==> src/rtl/rom_byte_fetch.sv <==
// rom_byte_fetch: byte reader over a registered 32-bit ROM with a one-word buffer
module rom_byte_fetch (
  input  logic        clk,
  input  logic        reset,
  input  logic        req,
  input  logic [31:0] byte_addr,
  input  logic        invalidate,
  output logic [7:0]  rd_data,
  output logic        rd_valid,
  output logic        busy,
  output logic        rom_enable,
  output logic [29:0] rom_addr,
  input  logic [31:0] rom_data
);
  typedef enum logic [1:0] {IDLE, ISSUE, CAPTURE} state_t;
  state_t state, state_n;
  logic [31:0] buf_word;
  logic [29:0] buf_tag, lat_tag;
  logic [1:0]  lat_lane;
  logic        buf_valid, hit;
  function automatic logic [7:0] lane_sel(input logic [31:0] w, input logic [1:0] l);
    return w[{l, 3'b000} +: 8];
  endfunction
  // hit only counts in IDLE; a same-cycle invalidate forces the miss path
  always_comb begin
    hit        = state == IDLE && req && !invalidate && buf_valid && byte_addr[31:2] == buf_tag;
    state_n    = state == IDLE ? (req && !hit ? ISSUE : IDLE) : state == ISSUE ? CAPTURE : IDLE;
    busy       = state != IDLE;
    rom_enable = busy;
    rom_addr   = busy ? lat_tag : '0;
  end
  // state, word buffer, latched request and read-return registers
  always_ff @(posedge clk) begin
    if (reset) begin
      state     <= IDLE;
      buf_word  <= '0;
      buf_tag   <= '0;
      buf_valid <= 1'b0;
      lat_tag   <= '0;
      lat_lane  <= '0;
      rd_data   <= '0;
      rd_valid  <= 1'b0;
    end else begin
      state    <= state_n;
      rd_valid <= 1'b0;
      if (state == IDLE) begin
        if (invalidate) buf_valid <= 1'b0;
        if (hit) begin
          rd_data  <= lane_sel(buf_word, byte_addr[1:0]);
          rd_valid <= 1'b1;
        end else if (req) begin
          lat_tag  <= byte_addr[31:2];
          lat_lane <= byte_addr[1:0];
        end
      end
      if (state == CAPTURE) begin
        buf_word  <= rom_data;
        buf_tag   <= lat_tag;
        buf_valid <= 1'b1;
        rd_data   <= lane_sel(rom_data, lat_lane);
        rd_valid  <= 1'b1;
      end
    end
  end
endmodule

==> config.mk <==
export PLATFORM = sky130hd
export DESIGN_NAME = rom_byte_fetch
export DESIGN_NICKNAME = d
export VERILOG_FILES = /design/src/rtl/rom_byte_fetch.sv
export SDC_FILE = /design/constraint.sdc
export NUM_CORES = 1
export LEC_CHECK = 0
export BUFFER_PORTS_ARGS = -buffer_cell sky130_fd_sc_hd__buf_2
export CORE_UTILIZATION = 28
export CTS_CLUSTER_DIAMETER = 200
export DETAILED_ROUTE_END_ITERATION = 10
export HOLD_SLACK_MARGIN = 0.02
export REMOVE_ABC_BUFFERS = 1
export SETUP_SLACK_MARGIN = 0.1
export SYNTH_ARGS = -nofsm -noshare
export SYNTH_HDL_FRONTEND = slang
export SYNTH_SLANG_ARGS = --single-unit
==> constraint.sdc <==
create_clock -name clk -period 5.68 [get_ports clk]
set_clock_uncertainty 0.15 [all_clocks]
set_input_delay 1.136 -clock clk [delete_from_list [all_inputs] [get_ports clk]]
set_output_delay 1.136 -clock clk [all_outputs]
set_load 0.01 [all_outputs]
### Word-level counts from Yosys, hierarchy flattened

Index checks and enable logic that the tools add are counted.

| word-level totals | value |
|---|---|
| flip-flop bits (word level) | 106 |
| input port bits | 68 |
| output and inout bits | 41 |
| logic and storage cells | 42 |

| operators by class | value |
|---|---|
| eq/ne operators | 3 |
| shifts and indexed selects | 2 |
| multiplexer cells | 13 |
| bitwise operators | 1 |
| reductions and logical operators | 15 |

Operators with widths:

| kind | number |
|---|---|
| 32-bit by 6-bit indexed part select with 8-bit output | 2 |
| 30-bit equality test | 1 |
| 30-bit 2-to-1 mux | 1 |
| 8-bit 2-to-1 mux | 3 |
| 2-bit nonzero test | 4 |
| 1-bit 2-to-1 mux | 7 |
| 1-bit logical AND | 5 |
| 2-bit 2-to-1 mux | 2 |
| 2-bit AND reduction | 2 |
| 3-bit AND reduction | 1 |
| 2-bit by 1-bit equality test with 1-bit output, second input constant | 1 |
| 2-bit equality test, second input constant | 1 |
| 1-bit logical NOT | 2 |
| 2-bit logical NOT | 1 |
| 1-bit NOT | 1 |

### Depth between registers and ports, before layout

Gate-level depths: netlist of run 1.

| depth | value |
|---|---|
| depth in word-level cells | 9 |
| mapped depth | 8 |
| depth with buffers taken out | 6 |

### Worst setup path after synthesis of run 1

Ideal clock, no wire load.

| path | value |
|---|---|
| kind | input to register |
| start point | in byte_addr[18] |
| end point | reg rd_data[0] |
| setup time | 0.086 ns |
| arrival | 2.396 ns |
| data required time | 5.444 ns |
| setup slack | 3.048 ns |
| stages | 8 |
| buffers on the path | 2 |
| path through | xnor2_1 nand4_1 nor4_2 a21o_1 buf_6 nand2b_4 buf_6 a221oi_2 |

| on the way | value |
|---|---|
| cells in the longest elaborated chain, start to end | 4 |

Ends and longest elaborated chain:

| element | line | RTL |
|---|---|---|
| start: declaration | 6 | `input logic [31:0] byte_addr,` |
| 30-bit equality test | 26 | `hit = state == IDLE && req && !invalidate && buf_valid && byte_addr[31:2] == buf_tag;` |
| 1-bit logical AND | 26 |  |
| 2-bit nonzero test (no line) | n/a |  |
| 2-bit AND reduction (no line) | n/a |  |
| end signal: assignment | 49 | `rd_data <= lane_sel(buf_word, byte_addr[1:0]);` |
| end signal: assignment | 60 | `rd_data <= lane_sel(rom_data, lat_lane);` |
| end: declaration | 8 | `output logic [7:0] rd_data,` |

Every way passes these cells.
A chain may end at the register's enable or synchronous reset.

### Worst setup path after layout of run 1

| path | value |
|---|---|
| start point | reg state[0] |
| end point | out rom_addr[28] |

| on the way | value |
|---|---|
| cells in the longest elaborated chain, start to end | 2 |

Ends and longest elaborated chain:

| element | line | RTL |
|---|---|---|
| start: declaration | 16 | `state_t state, state_n;` |
| start signal: assignment | 44 | `state <= state_n;` |
| 2-bit nonzero test | 28 | `busy = state != IDLE;` |
| 30-bit 2-to-1 mux | 30 | `rom_addr = busy ? lat_tag : '0;` |
| end: declaration | 12 | `output logic [29:0] rom_addr,` |

Every way passes these cells.

==> impl_summary.md, run 1 <==
Clock network
The CTS tree is yes. The post-cts repair resize count is 0. The root buffer cell is clkbuf_16. The number of hold buffers added after cts is 0. The clock transition at the registers of the reported paths is 60 ps. For this design, the sink count on the clock tree is 106. The clock reaches the later pin of the worst-skew pair after 340 ps. TritonCTS created 9 clock buffers. The buffer depth of the longest clock path is 2.

The count of H-tree levels built during CTS is 3. The post-CTS repair timing setup buffer count is 0.

Finish
The count of placed standard cells in the final layout, fillers left out is 835. The net count of the finished layout is 681. The filler cell count is 1733. 0 antenna diodes ended up in the layout.

Of the cells placed in the final design, the portion with a size suffix greater than 1 is 0.250. Compared with the post-synthesis result, the final layout area differs by 19.4%.

STA
The highest achievable clock rate is 319 MHz. The number of pins exceeding their max-slew limit in the final report is 0. For the pin with the worst max-slew slack, the measured transition is 720 ps. The final number of setup-violating endpoints is 0. Of the available clock period, the critical path in the final layout requires 0.551.

Setup repair after global routing left no endpoint under its margin. The worst pin sits at a relative slew slack of 0.520. Hold is met by 304 ps. The clock period minus final worst setup slack is 3130 ps. The number of hold violations in the final report is 0. In the final timing run, aggregate negative setup slack is 0 ps.

Route
For this block, the initial DRC count from the detailed router was 213. The count of unresolved DRC violations after routing is 0. Summed over all layers, the routed wires come to 11.8 mm.

The number of antenna-violating nets in the routed design is 0. The via count of the routed design is 3788. After detailed routing, the average wire length per cell comes to 14.2 um. The detailed-route vias per instance is 4.54. The pre-antenna-repair detailed-routing pass consisted of 4 iterations.

GRT
The remaining global-route overflow is 0. The first global-routing pass estimated 18.9 mm of wire. For this run, the total global-route usage over all layers was measured as 0.139.

The number of global-route vias before repair is 3634. Entering global routing, the biggest net connects 56 pins. The initial antenna violation count is 0.

Setup path
The worst path buffer plus inverter count is 2. The critical path capture point type is an output pin. The critical path start-end classification is flip-flop to output pin. The startpoint kind of the worst setup timing path is a flip-flop.

The signal on the critical path passes through nor2_2 > buf_4 > nor2b_1 > buf_2. For this design, the slowest cell found on the critical path is dfxtp_1. The largest stage delay on the critical path is 790 ps.

Setup slack on the worst reg-to-reg path comes out at 3050 ps. Grouping stages by cell kind, the critical path spends the most delay in flip-flops. The largest driver fanout on the critical path is 31. The required time at the endpoint of the critical path is 4390 ps.

The arrival time reported for the critical path endpoint is 1840 ps.

Pwr
The internal power summed over all cells is 1150 uW. The share of total power dissipated in combinational logic is 0.122. The power per standard cell area is 268 nW/um^2.

Of the total power, the share spent switching nets is 0.249. The analysis attributes to net switching a power of 381 uW. The part of the total power dissipated in sequential elements is 0.520.

The worst ir drop on vdd is 0.000130 V. The share of total power dissipated in the clock network is 0.358. In this run the static leakage power is 0.00213 uW.

Synth
By area the synthesized netlist is led by dfxtp_1 (44%), nand2_1 (9.7%), mux4_2 (7.5%). The number of distinct standard cells referenced by the synthesized netlist is 24. The largest area contributor in the netlist is dfxtp_1. In this run the cell area of the synthesized design comes to 4770 um^2. The post-synthesis average cell area is 8.99 um^2. The share of the Yosys chip area taken by registers is 0.444. Synthesis produced 531 cells.

Yosys printed 0 warnings. Of the post-synthesis cell area, the dominant cell type holds 0.444. The count of state elements after synthesis is 106.

Place
The total of buffers placed on input and output ports is 108. The wire-length estimate of the detail-placed layout is 7.88 mm. The number of placed instances, taps included, is 822. At the end of routability-driven placement, the weighted congestion stood at 0.710.

Flow run
The count of max-cap constraint violations is 0.

Status
The run finished with clean final reports.

Floorplan
The die is 133 um tall. In this run the count of I/O pins placed on the die edge is 109. The full die area is 17600 um^2. The initial utilization of the core area, before any placement, comes to 0.287. The area of the core is 16600 um^2. Row generation in the floorplan step produced 47 rows. The die outline width is 133 um.

Hold path
The class of the tightest hold or removal check is flip-flop to flip-flop.
## worst register-to-register path: stages (launching register included)
cell	delay, ps
dfxtp_1	540
nor3b_1	370
nand4_1	140
nor4_2	320
a21o_1	530
nand2b_4	210
a221oi_2	300
## cells in the final DEF, fill, tap and decap left out
cell type / n
buf_2: 107
nand2_1: 124
xnor2_1: 30
o21ai_0: 1
nor2_2: 1
clkinv_2: 1
buf_4: 6
clkbuf_1: 3
and2_1: 8
nor2b_1: 32
mux2i_1: 32
clkbuf_16: 9
nor4_2: 2
a211oi_1: 8
nand4_1: 8
dfxtp_1: 106
nand2b_4: 1
a21o_1: 1
nand2b_2: 1
inv_1: 10
nor2_1: 33
mux4_2: 16
a221oi_2: 8
nor2b_4: 1
nor3b_1: 2
a21boi_4: 1
a21oi_1: 63
## final timing paths
path                     from           end  cells past startpoint
hold / removal    buf_word[9]   buf_word[9]                      2
setup / recovery     state[0]  rom_addr[28]                      4
hold reg to reg   buf_word[9]   buf_word[9]                      2
setup reg to reg     state[0]    rd_data[3]                      6
## cells by family (layout without fill, tap and decap cells)
family,after synthesis,after routing,synth area share
multiplexers,48,48,0.143
buffers and inverters,52,136,0.0490
flip-flops,106,106,0.444
AO/OA/AOI/OAI,82,82,0.108
XOR/XNOR,30,30,0.0550
AND/OR/NAND/NOR,213,213,0.201
## metal layers
| layer | up-vias | global-route usage | part of all wire |
|---|---|---|---|
| li1 | 1927 | - | - |
| met1 | 1780 | 0.183 | 0.49 |
| met2 | 63 | 0.218 | 0.45 |
| met3 | 18 | 0.0345 | 0.041 |
| met4 | 0 | 0.0600 | 0.021 |
| met5 | - | 0 | 0 |
## Yosys cell counts
| cell | count |
|---|---|
| and2_1 | 8 |
| a21oi_1 | 63 |
| a221oi_2 | 8 |
| nor2_1 | 34 |
| nand2b_1 | 1 |
| a21boi_0 | 1 |
| dfxtp_1 | 106 |
| nand4_1 | 8 |
| nor3b_1 | 2 |
| buf_4 | 3 |
| mux2i_1 | 32 |
| nand2_1 | 124 |
| o21ai_0 | 1 |
| xnor2_1 | 30 |
| a211oi_1 | 8 |
| buf_6 | 2 |
| mux4_2 | 16 |
| inv_1 | 10 |
| buf_2 | 10 |
| clkbuf_1 | 27 |
| nand2b_4 | 1 |
| a21o_1 | 1 |
| nor4_2 | 2 |
| nor2b_1 | 33 |
## state kept, by name, indices dropped and copies added, names as in the netlist
name	count
buf_tag	30
buf_valid	1
buf_word	32
lat_lane	2
lat_tag	30
rd_data	8
rd_valid	1
state	2
## power groups by stage
| stage | clock network, uW | registers (uW) | logic, uW |
|---|---|---|---|
| 3_5_place_dp | 0 | 813 | 190 |
| 6_report | 547 | 796 | 187 |
| 2_1_floorplan | 0 | 805 | 111 |
| 4_1_cts | 574 | 796 | 191 |
| 3_3_place_gp | 0 | 812 | 188 |
| 5_1_grt | 605 | 799 | 207 |
## metrics by stage
| step | power (uW) | instance area, um^2 | utilization | worst slack, ps |
|---|---|---|---|---|
| floorplan | 916 | 4580 | - | 177 |
| global placement | 1000 | 5460 | 0.328 | 2250 |
| detailed placement | 1000 | 5460 | 0.328 | 2230 |
| CTS | 1560 | 5700 | 0.342 | 2500 |
| global route | 1610 | 5700 | 0.342 | 2410 |
| finish | 1530 | 5700 | 0.342 | 2550 |
## final cells by class
cell class	count	area, um^2	area share
multi-input cells	373	2440	0.429
flip-flops and latches	106	2120	0.372
repair buffers	113	581	0.102
well taps	220	275	0.0483
clock buffers	12	236	0.0415
inverters	10	37.5	0.00659
clock inverters	1	5.00	0.000878
(Power assumes the default switching activity.)
==> inputs of run 2 (changes only) <==
Clock period 5.68 ns to 2.7 ns, I/O delays scaled along.
==> run 2 against run 1 <==
  * Clock power increased to 2.8 times the previous value
  * Die area did not move
  * Sequential power rose by 110%
  * Largest power group unchanged
  * Non-clock buffer count rose by 7
  * Sequential cell count did not move
  * Global-route usage decreased by 0.19 points
  * Final cell count up 1.1%
  * Worst setup slack lost 2100 ps
  * Count of clock-buffer cells in the layout is 3 lower
==> impl_summary.md, run 2 (same netlist as run 1, synthesis figures left out) <==
Setup path
The reg-to-reg endpoint is lat_tag[20]. The largest driver fanout on the critical path is 31 (unchanged). The slack of the worst reg-to-reg path is 500 ps (-2550 ps). The largest individual stage delay along the critical path comes from the cell buf_4. The critical path capture point type is an output pin. The start point of the critical path is state[1]. The cell type with the highest occurrence count on the critical path is buf_4. The critical path goes through buf_4 > nor2_2 > buf_4 > nor2b_1 > buf_2. The reg-to-reg critical path startpoint is buf_tag[12]. The critical path start-end classification is flip-flop to output pin. The depth of the worst register-to-register path is 7 (+1). Broken down by cell family, the worst path's largest delay share belongs to buffers and inverters. STA classifies the critical path startpoint as a flip-flop. The arrival time reported for the critical path endpoint is 1590 ps (-250 ps).

The cell count along the critical path is 5 (+1). The required time at the endpoint of the critical path was 2010 ps (-2380 ps). The worst path buffer plus inverter count is 3 (+1). The largest stage delay on the critical path is 350 ps (-440 ps).

Route
The via count of the routed design is 3783 (-0.13%). The wire length reported by the detailed router is 11.7 mm (-1.1%). The number of DRC violations after detailed-routing iteration 0 came to 195 (-8.5%). The number of antenna-violating nets in the routed design is 0 (unchanged). The count of unresolved DRC violations after routing is 0 (unchanged). The number of iterations in the first detailed-routing pass came to 4 (unchanged).

The final routed wire length divided by cell count is 13.9 um (-2.1%). The detailed-route vias per instance came to 4.48 (-1.2%).

Clock network
The buffer depth of the longest clock path was 2 (unchanged). The count of H-tree levels built during CTS is 3 (unchanged). The CTS tree is yes. The CTS buffer count is 9 (unchanged). The clock transition at the registers of the reported paths is 70 ps (about the same). The number of hold buffers added after cts is 0 (unchanged).

The clock sink count is 106 (unchanged). The tree is rooted in a clkbuf_16. The clock latency reported for the late side of the worst-skew pair is 350 ps (about the same). The post-cts repair resize count is 0 (unchanged). The post-CTS repair timing setup buffer count was 0 (unchanged).

Finish
The area growth from synthesis to final layout is 23.3%. The flip-flop count of the largest register after layout came to 32 (unchanged). The largest registers in the layout are buf_word x32, buf_tag x30, lat_tag x30.

The count of antenna diodes in the layout was 0 (unchanged). The fraction of layout cells with a size suffix above 1 is 0.266 (+0.0156). The layout net count is 688 (+1.0%). Leaving out fill and tap cells, the most frequent cells in the layout are nand2_1 (124), buf_2 (107), dfxtp_1 (106). Leaving out fill and tap cells, the most frequent cell in the layout is nand2_1. More flip-flops sit in one register than any other, and that register is buf_word. The final instance area was 5890 um^2 (+3.3%).

STA
The number of hold violations in the final report was 0 (unchanged). The final number of setup-violating endpoints is 0 (unchanged). The number of pins exceeding their max-slew limit in the final report is 0 (unchanged).

Static timing analysis puts the maximum clock frequency at 439 MHz. The headroom to the max-slew limit is 0.624 (+0.104). The transition time at the pin with the least slew margin is 564 ps (-156 ps). Dividing the final minimum period by the clock period gives 0.844. Setup repair after global routing left no endpoint under its margin. The sum of negative setup slack is 0 ps (unchanged). The clock period minus final worst setup slack is 2280 ps.

GRT
The combined global-route utilization of all metal layers is 0.138 (-0.00192). The pin count of the biggest net entering global routing came to 56 (unchanged). The initial antenna violation count was 0 (unchanged).

The remaining global-route overflow is 0 (unchanged). The global-route wire length before repair came to 18.8 mm (-0.73%). The number of global-route vias before repair was 3571 (-1.7%).

Hold path
The worst hold path terminates at buf_word[0]. The number of cells on the worst hold path is 3 (+1). The class of the tightest hold or removal check is input port to flip-flop. The startpoint of the worst hold path is rom_data[0].

Floorplan
The area of the core is 16600 um^2 (unchanged). The total I/O pin count is 109 (unchanged). The die outline width was 133 um (unchanged). The number of standard-cell rows in the floorplan is 47 (unchanged). The full die area came to 17600 um^2 (unchanged).

The effective utilization at floorplan is 0.287 (unchanged). The overall die height was 133 um (unchanged).

Place
The post-detailed-placement cell area is 5550 um^2 (+1.7%). The weighted congestion at the end of routability-driven global placement is 0.737 (+3.7%). The estimated wirelength of the detail-placed design was 8.01 mm (+1.7%). The total of buffers placed on input and output ports is 108 (unchanged).

Flow run
The count of max-cap constraint violations is 0 (unchanged).

Pwr
The worst ir drop on vdd was 0.000379 V (+190%). The total leakage power is 0.00222 uW (+4.2%). The power per standard cell area came to 609 nW/um^2 (+130%).

Status
The flow ran to the end, and the final reports show no timing, DRC or antenna violations.
run 2: changes by cell type in the layout (fill, tap and decap cells not counted):
| cell | delta |
|---|---|
| clkinvlp_4 | +1 |
| clkinv_4 | +1 |
| buf_12 | +3 |
| bufinv_16 | +3 |
| buf_4 | +4 |
| inv_6 | +1 |
| clkinv_2 | -1 |
| clkbuf_1 | -3 |
run 2: how the worst max path moves through the flow:
stage,end
floorplan,lat_lane[0]
global placement,lat_tag[18]
detailed placement,lat_tag[20]
CTS,rom_addr[12]
global route,lat_tag[14]
finish,rom_addr[12]
run 2: layout make-up:
type | count | area (um^2)
timing repair buffer | 120 | 671
sequential | 106 | 2120
multi-input combinational | 373 | 2440
tap | 220 | 275
clock buffer | 9 | 225
inverter | 10 | 37.5
fill | 1706 | 10800
clock inverter | 6 | 115
run 2: per-stage QoR:
stage,hold slack (ps),utilization,power [uW],cells,setup slack [ps]
CTS,261,0.354,3650,844,382
global placement,291,0.333,2120,829,104
floorplan,277,-,1930,489,-2210
finish,284,0.354,3590,844,420
global route,278,0.354,3740,844,248
detailed placement,297,0.333,2120,829,72.6
run 2: routing by layer:
metal | global-route usage | wire length [um] | vias up
li1 | - | - | 1946
met1 | 0.175 | 5440 | 1745
met2 | 0.222 | 5500 | 82
met3 | 0.0368 | 603 | 10
met4 | 0.0524 | 154 | 0
met5 | 0 | 0 | -
run 2: worst reg2reg max path: cells and delay by family, from the launching register on:
family                 cells  cell delay, ps
AO/OA/AOI/OAI              1             240
AND/OR/NAND/NOR            3             710
flip-flops                 1             320
multiplexers               1             200
XOR/XNOR                   1             220
buffers and inverters      1             240
run 2: where the power goes:
group          leakage (uW)  internal [uW]  switching, uW
registers          0.000862           1620           40.9
logic               0.00120            195            219
clock network      0.000162            907            602
total               0.00222           2720            862
==> inputs of run 3 (changes only) <==
Clock period 2.7 ns to 2.1 ns, I/O delays scaled along.
==> run 3 against run 2 <==
  * Final cell count is 3.0% higher
  * Hold slack got worse by 120 ps
  * Critical path depth stayed put
  * Wire length up 8.4%
  * Largest cell class unchanged
  * Core utilization up 2.4 points
  * Die area unchanged
  * Global-route usage is 1.2 points higher
==> impl_summary.md, run 3 (same netlist as run 1, synthesis figures left out) <==
Finish
The largest registers in the layout are buf_word x32, buf_tag x30, lat_tag x30. The top cell types in the final layout, fill and taps aside, are nand2_1 (124), buf_2 (104), dfxtp_1 (103). The count of antenna diodes in the layout came to 0 (unchanged). The fraction of layout cells with a size suffix above 1 is 0.313 (+0.0468).

The area growth from synthesis to final layout is 31.6%. The layout net count came to 712 (+3.5%). The top register by number of flip-flops is buf_word. The commonest non-fill, non-tap cell in the layout is nand2_1.

The flip-flop count of the largest register after layout is 32 (unchanged). The final instance area came to 6280 um^2 (+6.7%).

Route
The detailed-route vias per instance is 4.56 (+1.7%). The number of iterations in the first detailed-routing pass came to 4 (unchanged). The count of unresolved DRC violations after routing is 0 (unchanged).

The number of DRC violations after detailed-routing iteration 0 came to 209 (+7.2%). The final routed wire length divided by cell count is 14.6 um (+5.3%). The wire length reported by the detailed router came to 12.7 mm (+8.4%). The via count of the routed design is 3962 (+4.7%).

The number of antenna-violating nets in the routed design is 0 (unchanged).

Clock network
The cell sitting at the root of the clock tree is a clkbuf_16. The number of hold buffers added after cts is 0 (unchanged). The CTS buffer count is 9 (unchanged).

The clock sink count is 106 (unchanged). The clock latency reported for the late side of the worst-skew pair came to 350 ps (about the same). TritonCTS built the clock tree. The buffer depth of the longest clock path is 2 (unchanged). The clock transition at the registers of the reported paths is 70 ps (about the same). The count of H-tree levels built during CTS came to 3 (unchanged).

STA
After layout, the minimum clock period comes to 1990 ps. In the finished design, the share of the clock period the worst path needs comes to 0.946. The final number of setup-violating endpoints is 0 (unchanged).

Setup repair after global routing could not meet its margin everywhere. The hold slack was 168 ps (-116 ps). The transition time at the pin with the least slew margin came to 467 ps (-97.1 ps). The number of hold violations in the final report is 0 (unchanged).

The highest achievable clock rate is 503 MHz. The final worst slack was 112 ps (-307 ps). The number of pins exceeding their max-slew limit in the final report is 0 (unchanged). The headroom to the max-slew limit came to 0.688 (+0.0648).

GRT
The number of global-route vias before repair is 3816 (+6.9%). The initial antenna violation count came to 0 (unchanged). The combined global-route utilization of all metal layers came to 0.150 (+0.0125). The remaining global-route overflow was 0 (unchanged). The global-route wire length before repair was 20.4 mm (+8.7%). The pin count of the biggest net entering global routing is 45 (-20%).

Floorplan
The effective utilization at floorplan came to 0.287 (unchanged). The number of standard-cell rows in the floorplan is 47 (unchanged). The full die area came to 17600 um^2 (unchanged). The overall die height came to 133 um (unchanged).

The total I/O pin count is 109 (unchanged). The area of the core is 16600 um^2 (unchanged). The die outline width is 133 um (unchanged).

Place
The weighted congestion at the end of routability-driven global placement was 0.716 (-2.8%). The total of buffers placed on input and output ports is 108 (unchanged). The pre-CTS worst setup slack came to -175 ps (-248 ps).

The estimated wirelength of the detail-placed design was 8.32 mm (+3.9%). The post-detailed-placement cell area is 5740 um^2 (+3.4%).

Setup path
The largest stage delay on the critical path is 330 ps (-20 ps). The critical path capture point type is an output pin. The arrival time reported for the critical path endpoint is 1420 ps (-170 ps). The largest delay contributor family on the critical path is buffers and inverters.

Walking the worst path, the cells encountered are buf_6 > nor2_4 > bufbuf_16 > nor2b_1 > buf_2. The largest driver fanout on the critical path is 8 (-74%). The worst path buffer plus inverter count is 3 (unchanged). The required time at the endpoint of the critical path is 1530 ps (-480 ps).

The critical path start-end classification is flip-flop to output pin. The master of the slowest instance on the critical path is dfxtp_2. The startpoint kind of the worst setup timing path is a flip-flop.

Pwr
The total chip power is 4500 uW (+26%). The power per standard cell area was 717 nW/um^2 (+18%). The total leakage power was 0.00243 uW (+9.2%). The worst ir drop on vdd is 0.000451 V (+19%).

Hold path
The class of the tightest hold or removal check is input port to flip-flop.

Status
The run finished with clean final reports.

Flow run
The count of max-cap constraint violations was 0 (unchanged).
==> run 3: per-stage QoR <==
step,TNS [ps],utilization,std cells
after global routing,0,0.377,869
after CTS,0,0.370,867
after detailed placement,-6010,0.345,844
after floorplan,-156580,-,489
after global placement,-4480,0.345,844
final,0,0.377,869
==> run 3: power by group <==
part	switching, uW	internal (uW)	total (uW)
clock	743	959	1700
combinational	323	340	663
sequential	51.6	2080	2140
total	1120	3380	4500
==> run 3: area by class of cell <==
cell class                 instances  area (um^2)
fill                            1749        10400
multi-input combinational        373         2520
sequential                       106         2130
timing repair buffer             144         1030
tap                              220          275
clock buffer                      12          246
clock inverter                     4         51.3
inverter                          10         37.5
==> run 3: metal layers <==
layer / track usage / vias to the layer above / part of all wire
met5: 0 / - / 0
met1: 0.197 / 1895 / 0.48
met4: 0.0402 / 0 / 0.011
li1: - / 1999 / -
met3: 0.0395 / 9 / 0.037
met2: 0.243 / 59 / 0.47
==> run 3: final timing paths <==
kind / start / endpoint / slack (ps) / cells after the start
min: rom_data[4] / buf_word[4] / 170 / 3
min reg2reg: buf_word[16] / buf_word[16] / 300 / 2
max reg2reg: state[1] / rd_data[4] / 120 / 7
max: state[1] / rom_addr[28] / 110 / 5
==> run 3: worst reg2reg max path, delay by kind of cell (launching register included) <==
| kind | cells | cell delay [ps] |
|---|---|---|
| and+or+nand+nor | 4 | 780 |
| AOI/OAI and AO/OA | 2 | 460 |
| DFF | 1 | 330 |
| buffers and inverters | 1 | 170 |
==> run 3: repair_timing <==
action	CTS	global route
setup buffers	5	1
endpoints found under the setup margin	64	86
gates resized for setup	7	19
pin swaps	1	4
gates cloned	2	1
